[src/rtl/seven_seg_pkg.sv]
// Shared definitions for the seven-segment scan controller and its decoder.
//   SEG_OFF       : segment pattern with every segment dark
//   BCD_MAX       : largest legal BCD nibble value
//   scan_state_e  : scan FSM state encoding
package seven_seg_pkg;

    localparam logic [6:0] SEG_OFF = 7'b0000000;
    localparam logic [3:0] BCD_MAX = 4'd9;

    typedef enum logic [1:0] {
        StIdle  = 2'd0,
        StShow  = 2'd1,
        StBlank = 2'd2
    } scan_state_e;

endpackage

[src/rtl/seven_seg_decoder.sv]
// BCD to seven-segment decoder for common-cathode digits (active-high segments).
//   bin : BCD input nibble
//   seg : segments {g,f,e,d,c,b,a}; values above 9 give all segments off
module seven_seg_decoder
    import seven_seg_pkg::*;
(
    input  logic [3:0] bin,
    output logic [6:0] seg
);

    always_comb begin
        seg = SEG_OFF;
        case (bin)
            4'd0: seg = 7'b0111111;
            4'd1: seg = 7'b0000110;
            4'd2: seg = 7'b1011011;
            4'd3: seg = 7'b1001111;
            4'd4: seg = 7'b1100110;
            4'd5: seg = 7'b1101101;
            4'd6: seg = 7'b1111101;
            4'd7: seg = 7'b0000111;
            4'd8: seg = 7'b1111111;
            4'd9: seg = 7'b1101111;
            default: seg = SEG_OFF;
        endcase
    end

endmodule

[src/rtl/seven_seg_scan_ctrl.sv]
// Time-multiplexed scan controller sharing one decoder across NUM_DIGITS digits.
// A word accepted through the valid/ready port waits in a pending buffer and is
// committed to the displayed shadow word only at a frame start, so frames never tear.
//   clk, rst   : clock, synchronous active-high reset
//   enable     : 1 = scanning, 0 = display off
//   wr_valid   : new display word offered on wr_data (packed BCD, digit 0 in bits 3:0)
//   wr_ready   : pending buffer empty
//   digit_en   : one-hot digit strobe
//   seg        : decoded segments, dark while no digit is strobed
//   frame_done : one-cycle pulse on the last cycle of a frame
//   bcd_err    : sticky flag, an accepted word held a nibble above 9
module seven_seg_scan_ctrl
    import seven_seg_pkg::*;
#(
    parameter int unsigned NUM_DIGITS  = 4,
    parameter int unsigned TICK_DIV    = 1000,
    parameter int unsigned ON_TICKS    = 4,
    parameter int unsigned BLANK_TICKS = 1,
    parameter bit          LZ_BLANK    = 1'b1
) (
    input  logic                    clk,
    input  logic                    rst,
    input  logic                    enable,
    input  logic                    wr_valid,
    input  logic [4*NUM_DIGITS-1:0] wr_data,
    output logic                    wr_ready,
    output logic [NUM_DIGITS-1:0]   digit_en,
    output logic [6:0]              seg,
    output logic                    frame_done,
    output logic                    bcd_err
);

    localparam int unsigned IdxW     = $clog2(NUM_DIGITS);
    localparam int unsigned PreW     = $clog2(TICK_DIV);
    localparam int unsigned MaxTicks = (ON_TICKS > BLANK_TICKS) ? ON_TICKS : BLANK_TICKS;
    localparam int unsigned TickW    = $clog2(MaxTicks + 1);

    localparam logic [IdxW-1:0]  LastIdx  = IdxW'(NUM_DIGITS - 1);
    localparam logic [PreW-1:0]  PreLast  = PreW'(TICK_DIV - 1);
    localparam logic [TickW-1:0] OnLast   = TickW'(ON_TICKS - 1);
    localparam logic [TickW-1:0] BlankLast = TickW'(BLANK_TICKS - 1);

    scan_state_e             state_q, state_d;
    logic [IdxW-1:0]         idx_q, idx_d;
    logic [TickW-1:0]        tick_cnt_q, tick_cnt_d;
    logic [PreW-1:0]         presc_q, presc_d;
    logic [4*NUM_DIGITS-1:0] shadow_q, shadow_d;
    logic [4*NUM_DIGITS-1:0] pend_q, pend_d;
    logic                    pend_full_q, pend_full_d;
    logic                    bcd_err_q, bcd_err_d;
    logic [NUM_DIGITS-1:0]   digit_en_q, digit_en_d;
    logic [3:0]              bin_q, bin_d;

    logic                    tick;
    logic                    frame_start;
    logic                    bad_word;
    logic [NUM_DIGITS-1:0]   visible;
    logic [6:0]              dec_seg;

    // State register and datapath flops.
    always_ff @(posedge clk) begin
        if (rst) begin
            state_q     <= StIdle;
            idx_q       <= '0;
            tick_cnt_q  <= '0;
            presc_q     <= '0;
            shadow_q    <= '0;
            pend_q      <= '0;
            pend_full_q <= 1'b0;
            bcd_err_q   <= 1'b0;
            digit_en_q  <= '0;
            bin_q       <= '0;
        end else begin
            state_q     <= state_d;
            idx_q       <= idx_d;
            tick_cnt_q  <= tick_cnt_d;
            presc_q     <= presc_d;
            shadow_q    <= shadow_d;
            pend_q      <= pend_d;
            pend_full_q <= pend_full_d;
            bcd_err_q   <= bcd_err_d;
            digit_en_q  <= digit_en_d;
            bin_q       <= bin_d;
        end
    end

    // Next-state logic: prescaler, FSM, digit index and tick counting.
    always_comb begin
        tick        = (state_q != StIdle) && (presc_q == PreLast);
        state_d     = state_q;
        idx_d       = idx_q;
        tick_cnt_d  = tick_cnt_q;
        presc_d     = presc_q;
        frame_start = 1'b0;

        if (state_q != StIdle) begin
            presc_d = tick ? '0 : presc_q + 1'b1;
        end

        if (!enable) begin
            state_d    = StIdle;
            idx_d      = '0;
            tick_cnt_d = '0;
            presc_d    = '0;
        end else begin
            case (state_q)
                StIdle: begin
                    state_d     = StShow;
                    idx_d       = '0;
                    tick_cnt_d  = '0;
                    presc_d     = '0;
                    frame_start = 1'b1;
                end
                StShow: begin
                    if (tick) begin
                        if (tick_cnt_q == OnLast) begin
                            state_d    = StBlank;
                            tick_cnt_d = '0;
                        end else begin
                            tick_cnt_d = tick_cnt_q + 1'b1;
                        end
                    end
                end
                StBlank: begin
                    if (tick) begin
                        if (tick_cnt_q == BlankLast) begin
                            state_d    = StShow;
                            tick_cnt_d = '0;
                            if (idx_q == LastIdx) begin
                                idx_d       = '0;
                                frame_start = 1'b1;
                            end else begin
                                idx_d = idx_q + 1'b1;
                            end
                        end else begin
                            tick_cnt_d = tick_cnt_q + 1'b1;
                        end
                    end
                end
                default: begin
                    state_d    = StIdle;
                    idx_d      = '0;
                    tick_cnt_d = '0;
                    presc_d    = '0;
                end
            endcase
        end
    end

    // Handshake, commit and registered-output next values.
    always_comb begin
        pend_d      = pend_q;
        pend_full_d = pend_full_q;
        shadow_d    = shadow_q;
        bcd_err_d   = bcd_err_q;

        bad_word = 1'b0;
        for (int unsigned i = 0; i < NUM_DIGITS; i++) begin
            if (wr_data[4*i +: 4] > BCD_MAX) begin
                bad_word = 1'b1;
            end
        end

        // Commit needs a full buffer and a transfer needs an empty one, so they never collide.
        if (frame_start && pend_full_q) begin
            shadow_d    = pend_q;
            pend_full_d = 1'b0;
        end
        if (wr_valid && !pend_full_q) begin
            pend_d      = wr_data;
            pend_full_d = 1'b1;
            if (bad_word) begin
                bcd_err_d = 1'b1;
            end
        end

        // A digit above 0 is dark when it and every higher digit are zero.
        for (int unsigned i = 0; i < NUM_DIGITS; i++) begin
            visible[i] = (i == 0) || !LZ_BLANK || ((shadow_d >> (4 * i)) != '0);
        end

        digit_en_d = '0;
        if ((state_d == StShow) && visible[idx_d]) begin
            digit_en_d[idx_d] = 1'b1;
        end
        bin_d = shadow_d[4*idx_d +: 4];
    end

    seven_seg_decoder u_dec (
        .bin (bin_q),
        .seg (dec_seg)
    );

    // Outputs.
    always_comb begin
        wr_ready   = !pend_full_q;
        digit_en   = digit_en_q;
        seg        = (digit_en_q != '0) ? dec_seg : SEG_OFF;
        frame_done = (state_q == StBlank) && tick && (tick_cnt_q == BlankLast) &&
                     (idx_q == LastIdx);
        bcd_err    = bcd_err_q;
    end

endmodule

[config.mk]
export PLATFORM = sky130hd
export DESIGN_NAME = seven_seg_scan_ctrl
export DESIGN_NICKNAME = d
export VERILOG_FILES = /design/src/rtl/seven_seg_pkg.sv /design/src/rtl/seven_seg_decoder.sv /design/src/rtl/seven_seg_scan_ctrl.sv
export SDC_FILE = /design/constraint.sdc
export NUM_CORES = 1
export LEC_CHECK = 0
export ABC_AREA = 1
export CELL_PAD_IN_SITES_DETAIL_PLACEMENT = 1
export CELL_PAD_IN_SITES_GLOBAL_PLACEMENT = 1
export CORE_UTILIZATION = 40
export CTS_CLUSTER_SIZE = 20
export DETAILED_ROUTE_END_ITERATION = 12
export PLACE_DENSITY_LB_ADDON = 0.1
export SLEW_MARGIN = 20
export SYNTH_ARGS = -nofsm -noshare
export SYNTH_HDL_FRONTEND = slang
export SYNTH_HIERARCHICAL = 1
export SYNTH_SLANG_ARGS = --single-unit
[constraint.sdc]
create_clock -name clk -period 2.38 [get_ports clk]
set_input_delay 0.476 -clock clk [delete_from_list [all_inputs] [get_ports clk]]
set_output_delay 0.476 -clock clk [all_outputs]
set_load 0.03 [all_outputs]
Word level (Yosys, flattened, before mapping):

Memories as Yosys holds them, arrays and structs flattened. A register that Yosys moved wholly into a read port is not among the register bits.
Cells that the tools add are included.

* add/sub/neg operators: 3
* $lt $le $gt $ge: 6
* equality and inequality tests: 8
* shift-type cells: 1
* muxes and demuxes: 35
* bitwise logic cells: 3
* reductions and logical operators: 23

Operators by type and width (count)
* $reduce_bool A16 Y1: 3
* $mux W2: 9
* $gt A4 B4 Y1 const B: 4
* $mux W16: 1
* $shiftx A16 B5 Y4: 1
* $mux W1: 12
* $mux W3: 4
* $add A10 B1 Y10 const B: 1
* $eq A10 B10 Y1 const B: 1
* $mux W10: 1
* $logic_and A1 B1 Y1: 8
* $mux W7: 1
* $pmux W2 S3: 1
* $pmux W3 S2: 1
* $reduce_or A2 Y1: 3
* $eq A2 B1 Y1 const B: 2
* $eq A2 B2 Y1 const B: 2
* $mux W4: 1
* $ne A2 B2 Y1 const B: 2
* $pmux W2 S2: 1
* $reduce_and A2 Y1: 2
* $reduce_bool A2 Y1: 2
* $reduce_bool A4 Y1: 1
* $add A3 B1 Y3 const B: 1
* other kinds (12): 14

* register bits: 55
* memory bits (read-only): 112
* bits of input ports: 20
* logic and storage cells: 89
* memories: 1

Memories
* (no name shown): depth 16, width 7, rd ports 1, clocked after memory_dff 1, wr ports 0, line seven_seg_decoder.sv:13 `case (bin)`

Longest topological paths before layout:

Gate-level depths: netlist of run 1.

* depth in word-level cells: 14
* gate-level depth with buffers: 17
* gate-level depth less buffers: 17

By module:

The synthesis of run 1 kept the hierarchy.

By module, submodules not included
* seven_seg_scan_ctrl: times used 1, cells each 390, area an instance 2793.9 µm²
* seven_seg_decoder: times used 1, cells each 39, area an instance 210.2 µm²

Worst setup path before layout of run 1:

No wires, ideal clock.

* path type: register to register
* start: register state_q[0]
* end: register digit_en_q[3], in the netlist digit_en[3]
* setup time: 0.118 ns
* data arrival time: 1.939 ns
* required time: 2.262 ns
* path slack: 0.323 ns
* cell stages (with the launch flop): 16
* buffers on the path: 1
* path through: dfxtp_1 inv_1 ha_1 inv_2 nand3_2 nor2_4 nand4_4 nand2_4 nand2_4 buf_6 o21ai_2 nand2_1 nor2_2 nand3_2 nand2_2 nor2_1

* word-level cells in the longest chain between the ends: 13
* elaborated cells on any way between the ends: 33
* those cells by class: order compare: 2; eq/ne: 3; mux: 17; bitwise: 1; reduce/logical: 10

Ends and longest elaborated chain
* from (decl): line seven_seg_scan_ctrl.sv:43 `scan_state_e state_q, state_d;`
* from (signal assigned): line seven_seg_scan_ctrl.sv:63 `state_q <= StIdle;`
* from (signal assigned): line seven_seg_scan_ctrl.sv:74 `state_q <= state_d;`
* $reduce_bool A2 Y1: line seven_seg_scan_ctrl.sv:89 `tick = (state_q != StIdle) && (presc_q == PreLast);`
* $logic_and A1 B1 Y1: line seven_seg_scan_ctrl.sv:89
* $mux W1: line seven_seg_scan_ctrl.sv:125 `if (tick) begin`
* $pmux W1 S2: line seven_seg_scan_ctrl.sv:106 `case (state_q)`
* $mux W1: line seven_seg_scan_ctrl.sv:100 `if (!enable) begin`
* $logic_and A1 B1 Y1: line seven_seg_scan_ctrl.sv:165 `if (frame_start && pend_full_q) begin`
* $mux W16: line seven_seg_scan_ctrl.sv:165
* $reduce_bool A16 Y1: line seven_seg_scan_ctrl.sv:179 `visible[i] = (i == 0) || !LZ_BLANK || ((shadow_d >> (4 * i)) != '0);`
* $bmux W1 S2: line seven_seg_scan_ctrl.sv:183 `if ((state_d == StShow) && visible[idx_d]) begin`
* $mux W1 (implied by the code): line seven_seg_scan_ctrl.sv:183
* $logic_and A1 B1 Y1: line seven_seg_scan_ctrl.sv:183
* $not A1 Y1 (no line)
* $reduce_or A2 Y1 (no line)
* to (signal assigned): line seven_seg_scan_ctrl.sv:82 `digit_en_q <= digit_en_d;`
* to (decl): line seven_seg_scan_ctrl.sv:51 `logic [NUM_DIGITS-1:0] digit_en_q, digit_en_d;`

Parallel ways exist; a longest one is shown, timed or not. The select of a mux whose other input is x is not followed.
A chain may end at the register's enable or synchronous reset.

==> impl_metrics.yaml, run 1 <==
outcome:
  status: "finished clean"
detailed_routing:
  via_per_inst: 4.78
  finalWirelength_mm: 7.48
  dr.first_iter.drc_count: 73
  vias: 2797
  first_pass_iters: 4
  drcViolationCount: 0
  antenna_left: 0
  wire_per_inst_um: 12.8
hold_path:
  hp-class: "reg -> reg"
  hold_start: "pend_q[8]"
  holdPathStages: 2
  hold_end: "pend_q[8]"
critical_path:
  rr_endpoint: "digit_en[2]"
  cp_num_buf_inv: 3
  worstPathMaxFanout: 5
  ff2ff_setup_slack_ns: 0.19
  critical-path-max-stage-delay_ns: 0.37
  crit_family: "buffers and inverters"
  crit_path_start_kind: "flop"
  worstPathRequired_ns: 1.90
  reg2reg_depth: 16
  path_cells: "inv_1, ha_1, nand2_2, nand2_1, nand2_1, nand2_1, inv_1, nor2_1, clkdlybuf4s15_1"
  worstPathArrival_ns: 1.77
  cpMostUsedCell: "nand2_1"
  r2r_start: "state_q[1]"
  crit_type: "reg -> out"
  slowest_stage: "clkdlybuf4s15_1"
  end_kind: "output port"
final_layout:
  area_delta_synth_final_pct: 25.6
  multi_input_area_sq_um: 1580
  diodes: 0
  register_area_sq_um: 1180
  finish.utilization_pct: 52.0
  fin_cells: 585
  fillers: 961
  nets: 517
  drive_above_1_share_pct: 14.6
cts:
  clock_path_buffers: 2
  path_clk_slew_ns: 0.08
  htreeDepth: 3
  root_buffer: "clkbuf_8"
  cts.sinks: 59
  cts_tree: "yes"
  ctsHoldBuffers: 0
  numCtsBuffers: 9
  clkLatencyLatePin_ns: 0.34
power_and_ir_drop:
  clkPwrFrac_pct: 42.4
  vdd_ir_drop_max_mv: 0.382
  power.density_nw_per_um2: 637
  p_sw_w: 0.000648
  power_frac_seq_pct: 44.0
  cellInternalPower_w: 0.00176
  power_frac_comb_pct: 13.6
  sw_frac_of_total_pct: 27.0
  p_leak_nw: 1.74
logic_synthesis:
  synth.net_count: 465
  ys_warn_count: 6
  synthXorXnorAreaFrac_pct: 0
  netlist_area_sq_um: 3000
  synth_seq_cells: 59
  synth-simple-area-share_pct: 31.3
  yosysUniqueCellTypes: 30
  synthAdderAreaFrac_pct: 6.66
  yosysSeqAreaShare_pct: 39.3
  syn_area_per_cell_sq_um: 7.00
  synth_top_family_by_area: "simple AND/OR/NAND/NOR gates"
  synth_compound_area_share_pct: 13.5
  synthesis.instances: 429
  muxShareOfSynthArea_pct: 0
floorplan:
  die_area_sq_um: 7860
  start_util_pct: 41.4
  rows: 31
  fp.coreArea_sq_um: 7250
  dieWidth_um: 88.7
  pin_count: 34
  fp.dieH_um: 88.7
place:
  place_congestion: 0.791
  hpwlAfterDp_mm: 5.54
  io_buffer_count: 33
  placed_cells: 566
timing:
  fin_crit_ns: 2.24
  clock_skew_ns: 0.0135
  fmax_ghz: 0.446
  rsz0062_at_grt: "no"
  setup_viol: 0
  finalMaxSlewViolations: 0
  setup_tns_ns: 0
  finalHoldViolCount: 0
  tightest_slew_ns: 0.477
  relSlewSlack_pct: 68.2
  timing.final.crit_share_pct: 94.3
global_routing:
  gr-total-overflow: 0
  grt_pass1_vias: 2662
  grt_antenna_before_repair: 0
  globalRouteTotalUtil_pct: 20.5
  grt_pass1_wl_mm: 12.1
  grt_max_degree: 28
run:
  cap_violations: 0
layout by cell type, fill, tap and decap left out, types with 3 or more instances in the layout:
| master | n |
|---|---|
| dlygate4sd2_1 | 3 |
| nor2_4 | 3 |
| nand3_2 | 4 |
| nor2_1 | 80 |
| clkbuf_8 | 9 |
| nand3_1 | 14 |
| dfxtp_1 | 58 |
| ha_1 | 16 |
| inv_2 | 3 |
| buf_4 | 16 |
| clkdlybuf4s50_1 | 25 |
| o21ai_2 | 5 |
| nor2_2 | 3 |
| nand2_1 | 81 |
| o21ai_1 | 9 |
| a21oi_1 | 24 |
| nand2_2 | 11 |
| o21ai_0 | 30 |
| nand4_1 | 4 |
| inv_1 | 60 |
metal layers:
metal / up-vias / wire length [um] / track usage, %
met4: 0 / 100 / 7.04
met3: 10 / 181 / 4.48
met1: 1288 / 3610 / 25.4
met5: - / 0 / 0
met2: 36 / 3590 / 35.0
li1: 1463 / - / -
final cells by class:
type / instances / share of cell area [%]
Clock buffer: 9 / 3.28
Clock inverter: 7 / 2.69
Inverter: 63 / 6.27
Multi-Input combinational cell: 300 / 42.0
Sequential cell: 59 / 31.3
Tap cell: 99 / 3.28
Timing Repair Buffer: 48 / 11.2
Yosys cell counts, drive strengths merged:
| library cell | count | share of area, % |
|---|---|---|
| o21ai | 44 | 7.8 |
| a21oi | 25 | 4.5 |
| inv | 63 | 7.9 |
| nand4 | 5 | 1.5 |
| ha | 16 | 6.7 |
| a31oi | 2 | 0.42 |
| buf | 2 | 0.62 |
| o31ai | 2 | 0.50 |
| nand3b | 1 | 0.25 |
| nand2 | 94 | 13 |
| clkbuf | 6 | 0.75 |
| nand3 | 18 | 3.7 |
| and2 | 1 | 0.21 |
| dfxtp | 59 | 39 |
| nor2 | 86 | 12 |
| nor4 | 2 | 0.42 |
| or2 | 1 | 0.21 |
| nor3b | 1 | 0.25 |
| o22ai | 1 | 0.21 |
state kept, by name, indices dropped and copies added, names as in the netlist:
name / flops
digit_en: 4
state_q: 2
bcd_err: 1
presc_q: 10
shadow_q: 16
bin_q: 4
tick_cnt_q: 3
pend_q: 16
idx_q: 2
pend_full_q: 1
worst register-to-register path: cells and delay by family (launching register included):
kind	cells	cell delay, ns
adders and majority gates	1	0.22
and+or+nand+nor	13	1.37
buffers and inverters	2	0.15
DFF	1	0.34
per-stage QoR:
stage | setup slack, ns | hold slack [ns] | total power [W] | cell area, sq um
CTS | 0.0180 | 0.464 | 0.00243 | 3730
finish | 0.136 | 0.456 | 0.00240 | 3770
global placement | 0.137 | 0.440 | 0.00140 | 3510
floorplan | 0.323 | 0.422 | 0.00128 | 3000
global route | 0.00823 | 0.490 | 0.00252 | 3770
detailed placement | 0.0489 | 0.453 | 0.00141 | 3510
logic make-up after synthesis:
family,Yosys count
AOI/OAI and AO/OA,74
adders and majority gates,16
buffers and inverters,71
DFF,59
and+or+nand+nor,209
what timing repair did:
action / CTS / global route
pin swaps: 0 / 3
endpoints found under the hold margin: 0 / 0
gates resized for setup: 10 / 12
setup buffers: 0 / 2
gates cloned: 0 / 1
setup endpoints to repair: 7 / 11
power by group through the flow:
stage | Clock, W | Sequential [W] | Combinational, W
floorplan | 0 | 0.00108 | 0.000202
global route | 0.00109 | 0.00106 | 0.000370
global placement | 0 | 0.00108 | 0.000318
finish | 0.00102 | 0.00106 | 0.000328
CTS | 0.00105 | 0.00106 | 0.000323
detailed placement | 0 | 0.00108 | 0.000326
worst max-delay path by stage:
stage                     startpoint  slack, ns     endpoint  depth (start not counted)
after floorplan           state_q[0]       0.32  digit_en[3]                         15
after global placement      bin_q[1]       0.14       seg[3]                          9
after detailed placement    bin_q[1]       0.05       seg[3]                          9
after CTS                   bin_q[1]       0.02       seg[1]                          8
after global routing        bin_q[1]      0.008       seg[5]                          9
final                       bin_q[1]       0.14       seg[5]                          9
Power figures use the tool's default switching activity.
==> run 2, diff against run 1 <==
--- a/config.mk
+++ b/config.mk
@@ -12,6 +12,7 @@
 export CTS_CLUSTER_SIZE = 20
 export DETAILED_ROUTE_END_ITERATION = 12
 export PLACE_DENSITY_LB_ADDON = 0.1
+export SETUP_SLACK_MARGIN = 0.15
 export SLEW_MARGIN = 20
 export SYNTH_ARGS = -nofsm -noshare
 export SYNTH_HDL_FRONTEND = slang
==> run 2 against run 1 <==
Against the previous run: clock skew shrank 0.00073 ns; sequential share of layout area shrank 0.76 points; via count grew 1.1%; power grew 0.61%; die area is the same; sequential power is essentially flat; first-iteration DRC count grew 2.7%; worst setup slack gained 0.098 ns; combinational power grew 3%; critical path depth is the same; clock power is essentially flat; largest cell class unchanged; highest routed layer unchanged.
==> impl_metrics.yaml, run 2 (same netlist as run 1, synthesis figures left out) <==
outcome:
  status: "finished clean"
power_and_ir_drop:
  power_frac_seq_pct: 43.8
  power_frac_comb_pct: 14.0
  vdd_ir_drop_max_mv: 0.385
  fin_total_pwr_w: 0.00242
  power.density_nw_per_um2: 625
  p_sw_w: 0.000660
  sw_frac_of_total_pct: 27.3
  p_leak_nw: 1.79
  clkPwrFrac_pct: 42.3
  cellInternalPower_w: 0.00176
final_layout:
  final_common_cell: "nor2_1"
  drive_above_1_share_pct: 19.4
  fin_cells: 589
  nets: 521
  diodes: 0
  finish.utilization_pct: 53.4
  top_regs: "pend_q x16, shadow_q x16, presc_q x10"
  fillers: 955
  area_delta_synth_final_pct: 28.8
  most-common-layout-cells: "nor2_1 (78), nand2_1 (73), inv_1 (60), dfxtp_1 (57), o21ai_0 (30)"
global_routing:
  grt_antenna_before_repair: 0
  grt_max_degree: 25
  globalRouteTotalUtil_pct: 20.9
  grt_pass1_vias: 2692
  gr-total-overflow: 0
  grt_pass1_wl_mm: 12.3
hold_path:
  holdPathStages: 2
  hold_start: "pend_q[8]"
  hold_end: "pend_q[8]"
  hp-class: "reg -> reg"
floorplan:
  fp.dieH_um: 88.7
  die_area_sq_um: 7860
  rows: 31
  fp.coreArea_sq_um: 7250
  dieWidth_um: 88.7
  pin_count: 34
  start_util_pct: 41.4
critical_path:
  end_kind: "output port"
  reg2reg_depth: 15
  crit_path_start_kind: "flop"
  crit_family: "flip-flops"
  r2r_start: "state_q[1]"
  critical-path-max-stage-delay_ns: 0.36
  cpMostUsedCell: "nand2_1"
  rr_endpoint: "bin_q[1]"
  cp_num_buf_inv: 3
  ff2ff_setup_slack_ns: 0.24
  crit_type: "reg -> out"
  slowest_stage: "dfxtp_1"
  path_cells: "inv_1, ha_1, nand2_1, nand2_1, nand2_1, nand2_1, inv_1, nor2_1, clkbuf_2"
  worstPathMaxFanout: 4
  worstPathArrival_ns: 1.67
  worstPathRequired_ns: 1.90
cts:
  clkLatencyLatePin_ns: 0.34
  cts.sinks: 59
  clock_path_buffers: 2
  cts_tree: "yes"
  path_clk_slew_ns: 0.08
  htreeDepth: 3
  numCtsBuffers: 9
  root_buffer: "clkbuf_8"
detailed_routing:
  antenna_left: 0
  finalWirelength_mm: 7.71
  dr.first_iter.drc_count: 75
  wire_per_inst_um: 13.1
  drcViolationCount: 0
  vias: 2827
  via_per_inst: 4.80
  first_pass_iters: 4
place:
  placed_cells: 566
  place_congestion: 0.791
  hpwlAfterDp_mm: 5.54
  io_buffer_count: 33
timing:
  finalHoldViolCount: 0
  fin_crit_ns: 2.15
  finalMaxSlewViolations: 0
  fmax_ghz: 0.466
  setup_viol: 0
  tightest_slew_ns: 0.478
  holdWs_ns: 0.456
  clock_skew_ns: 0.0128
  rsz0062_at_grt: "yes"
  setup_tns_ns: 0
  timing.final.crit_share_pct: 90.2
  relSlewSlack_pct: 68.1
run:
  cap_violations: 0
==> run 2: cell count changes in the layout (fill, tap and decap cells not counted), moves of 3 or more <==
| cell | before | now |
|---|---|---|
| nand2_1 | 81 | 73 |
| o21ai_2 | 5 | 8 |
| dlygate4sd2_1 | 3 | 0 |
| buf_4 | 16 | 20 |
| o21ai_1 | 9 | 6 |
| nand2_2 | 11 | 17 |
==> run 2: how the worst max path moves through the flow <==
stage | from | end | slack, ns | cells after the start
floorplan | state_q[0] | digit_en[3] | 0.32 | 15
global placement | bin_q[1] | seg[3] | 0.14 | 9
detailed placement | bin_q[1] | seg[3] | 0.05 | 9
CTS | bin_q[0] | seg[3] | 0.02 | 9
global route | state_q[1] | bin_q[1] | 0.07 | 15
finish | bin_q[0] | seg[3] | 0.23 | 9
==> run 2: per-stage QoR <==
step	area [sq um]	setup slack (ns)
final	3870	0.233
after global routing	3870	0.0653
after CTS	3770	0.0240
after detailed placement	3510	0.0489
after global placement	3510	0.137
after floorplan	3000	0.323
==> run 2: power groups by stage <==
stage          sequential (W)  combinational (W)  clock (W)
3_3_place_gp          0.00108           0.000318          0
6_report              0.00106           0.000337    0.00102
3_5_place_dp          0.00108           0.000326          0
5_1_grt               0.00106           0.000378    0.00109
2_1_floorplan         0.00108           0.000202          0
4_1_cts               0.00106           0.000330    0.00105
==> run 2: timing repair <==
action | in CTS | in global routing
cloned | 1 | 1
gates resized for setup | 19 | 36
setup endpoints to repair | 11 | 16
setup buffers | 2 | 3
pin swaps | 3 | 7
hold buffers | 0 | 0
==> run 2: layer usage <==
layer  track usage, %  share of wire, %  wire length, um  vias up
met5                0                 0                0        -
met4             7.04               1.1               85        0
met3             4.48               2.4              188        9
met2             36.0                49             3790       39
met1             25.8                47             3650     1307
li1                 -                 -                -     1472
==> run 2: final cells by class <==
cell class / count / area [sq um] / area share (%)
well taps: 99 / 124 / 3.20
flip-flops and latches: 59 / 1180 / 30.6
clock inverters: 7 / 101 / 2.62
clock buffers: 9 / 124 / 3.20
multi-input cells: 301 / 1670 / 43.0
inverters: 63 / 236 / 6.11
repair buffers: 51 / 435 / 11.3
==> run 2: tightest hold or removal path, stage by stage (launching register included) <==
cell,delay [ns]
dfxtp_1,0.30
inv_1,0.06
a21oi_1,0.05
==> run 3, diff against run 2 <==
--- a/config.mk
+++ b/config.mk
@@ -6,6 +6,7 @@
 export NUM_CORES = 1
 export LEC_CHECK = 0
 export ABC_AREA = 1
+export CAP_MARGIN = 20
 export CELL_PAD_IN_SITES_DETAIL_PLACEMENT = 1
 export CELL_PAD_IN_SITES_GLOBAL_PLACEMENT = 1
 export CORE_UTILIZATION = 40
==> constraint.sdc (replaced) <==
create_clock -name clk -period 2.4 [get_ports clk]
set_input_delay 0.48 -clock clk [delete_from_list [all_inputs] [get_ports clk]]
set_output_delay 0.48 -clock clk [all_outputs]
set_load 0.03 [all_outputs]
==> run 3 against run 2 <==
Against the previous run: via count grew 1.7%; first-iteration DRC count up 51%; clock skew is 0.0040 ns lower; flip-flop and latch count unchanged; largest cell class unchanged.
==> impl_metrics.yaml, run 3 (same netlist as run 1, synthesis figures left out) <==
global_routing:
  globalRouteTotalUtil_pct: 22.2
  grt_antenna_before_repair: 0
  grt_pass1_vias: 2900
  grt_pass1_wl_mm: 13.3
  grt_max_degree: 25
  gr-total-overflow: 0
critical_path:
  crit_type: "reg -> reg"
  path_cells: "inv_2, ha_4, inv_2, nand3_4, nor2_4, nand4_4, nand2_8, buf_4, nand3_1, nand2_2, nor2_1, nand3_1, nand2_1, nand3_2, nand2_2, nor2_1"
  worstPathMaxFanout: 7
  crit_family: "simple AND/OR/NAND/NOR gates"
  slowest_stage: "dfxtp_2"
  r2r_start: "state_q[1]"
  reg2reg_depth: 16
  rr_endpoint: "digit_en[1]"
  worstPathRequired_ns: 2.67
  worstPathArrival_ns: 2.42
  end_kind: "flop"
  ff2ff_setup_slack_ns: 0.25
  cp_num_buf_inv: 3
  crit_path_start_kind: "flop"
  critical-path-max-stage-delay_ns: 0.35
  crit_cells: 16
hold_path:
  hp-class: "reg -> reg"
  hold_start: "presc_q[9]"
  hold_end: "presc_q[9]"
  holdPathStages: 1
timing:
  relSlewSlack_pct: 69.3
  setup_viol: 0
  clock_skew_ns: 0.00883
  setup_tns_ns: 0
  finalHoldViolCount: 0
  fin_crit_ns: 2.15
  fmax_ghz: 0.466
  timing.final.crit_share_pct: 89.5
  rsz0062_at_grt: "yes"
  tightest_slew_ns: 0.460
  finalMaxSlewViolations: 0
  holdWs_ns: 0.459
final_layout:
  area_delta_synth_final_pct: 29.2
  nets: 522
  top_regs: "pend_q x16, shadow_q x16, presc_q x10"
  drive_above_1_share_pct: 18.3
  most-common-layout-cells: "nor2_1 (77), nand2_1 (77), dfxtp_1 (57), inv_1 (56), o21ai_0 (29)"
  diodes: 0
power_and_ir_drop:
  power.density_nw_per_um2: 595
  p_leak_nw: 1.76
  vdd_ir_drop_max_mv: 0.388
floorplan:
  pin_count: 34
  fp.dieH_um: 88.7
  die_area_sq_um: 7860
  fp.coreArea_sq_um: 7250
  start_util_pct: 41.4
  rows: 31
  dieWidth_um: 88.7
place:
  hpwlAfterDp_mm: 5.72
  place_congestion: 0.780
  io_buffer_count: 33
detailed_routing:
  first_pass_iters: 4
  vias: 2874
  dr.first_iter.drc_count: 113
  drcViolationCount: 0
  via_per_inst: 4.87
  wire_per_inst_um: 14.1
  antenna_left: 0
  finalWirelength_mm: 8.33
cts:
  clkLatencyLatePin_ns: 0.34
  clock_path_buffers: 2
  numCtsBuffers: 9
  root_buffer: "clkbuf_8"
  cts_tree: "yes"
  htreeDepth: 3
  cts.sinks: 59
  path_clk_slew_ns: 0.07
run:
  cap_violations: 0
outcome:
  status: "finished clean"
run 3: where the power goes:
part           internal (W)  switching [W]
logic              0.000138       0.000218
registers           0.00103      0.0000287
clock network      0.000509       0.000390
total               0.00167       0.000636
run 3: metal layers:
metal,vias to the layer above,global-route usage (%),share of wire [%]
li1,1463,-,-
met1,1367,27.1,46
met2,37,39.8,50
met3,7,4.66,2.6
met4,0,5.57,1.0
met5,-,0,0
run 3: worst max-delay path by stage:
stage	from	to	slack, ns
after floorplan	state_q[0]	digit_en[3]	0.34
after global placement	bin_q[1]	seg[3]	0.15
after detailed placement	state_q[1]	digit_en[3]	0.06
after CTS	bin_q[1]	seg[3]	0.07
after global routing	state_q[1]	bin_q[1]	0.11
final	state_q[1]	digit_en[1]	0.25
run 3: area by class of cell:
type / count / area, sq um
timing repair buffer: 52 / 454
clock inverter: 2 / 35.0
inverter: 63 / 240
multi-input combinational: 301 / 1690
clock buffer: 14 / 153
fill: 951 / 3370
tap: 99 / 124
sequential: 59 / 1180
run 3: what timing repair did:
action / in CTS / in global routing
setup endpoints to repair: 14 / 15
hold buffers: 0 / 0
cloned: 1 / 1
pin swaps: 2 / 4
buffers inserted: 1 / 6
gates resized for setup: 17 / 39
run 3: per-stage QoR:
stage | worst slack, ns | util (%) | total power [W] | cell area (sq um) | std cells
4_1_cts | 0.0686 | 51.5 | 0.00229 | 3730 | 583
5_1_grt | 0.109 | 53.5 | 0.00241 | 3880 | 590
3_5_place_dp | 0.0637 | 48.3 | 0.00139 | 3500 | 565
6_report | 0.252 | 53.5 | 0.00231 | 3880 | 590
2_1_floorplan | 0.343 | - | 0.00127 | 3000 | 429
3_3_place_gp | 0.152 | 48.3 | 0.00138 | 3500 | 565
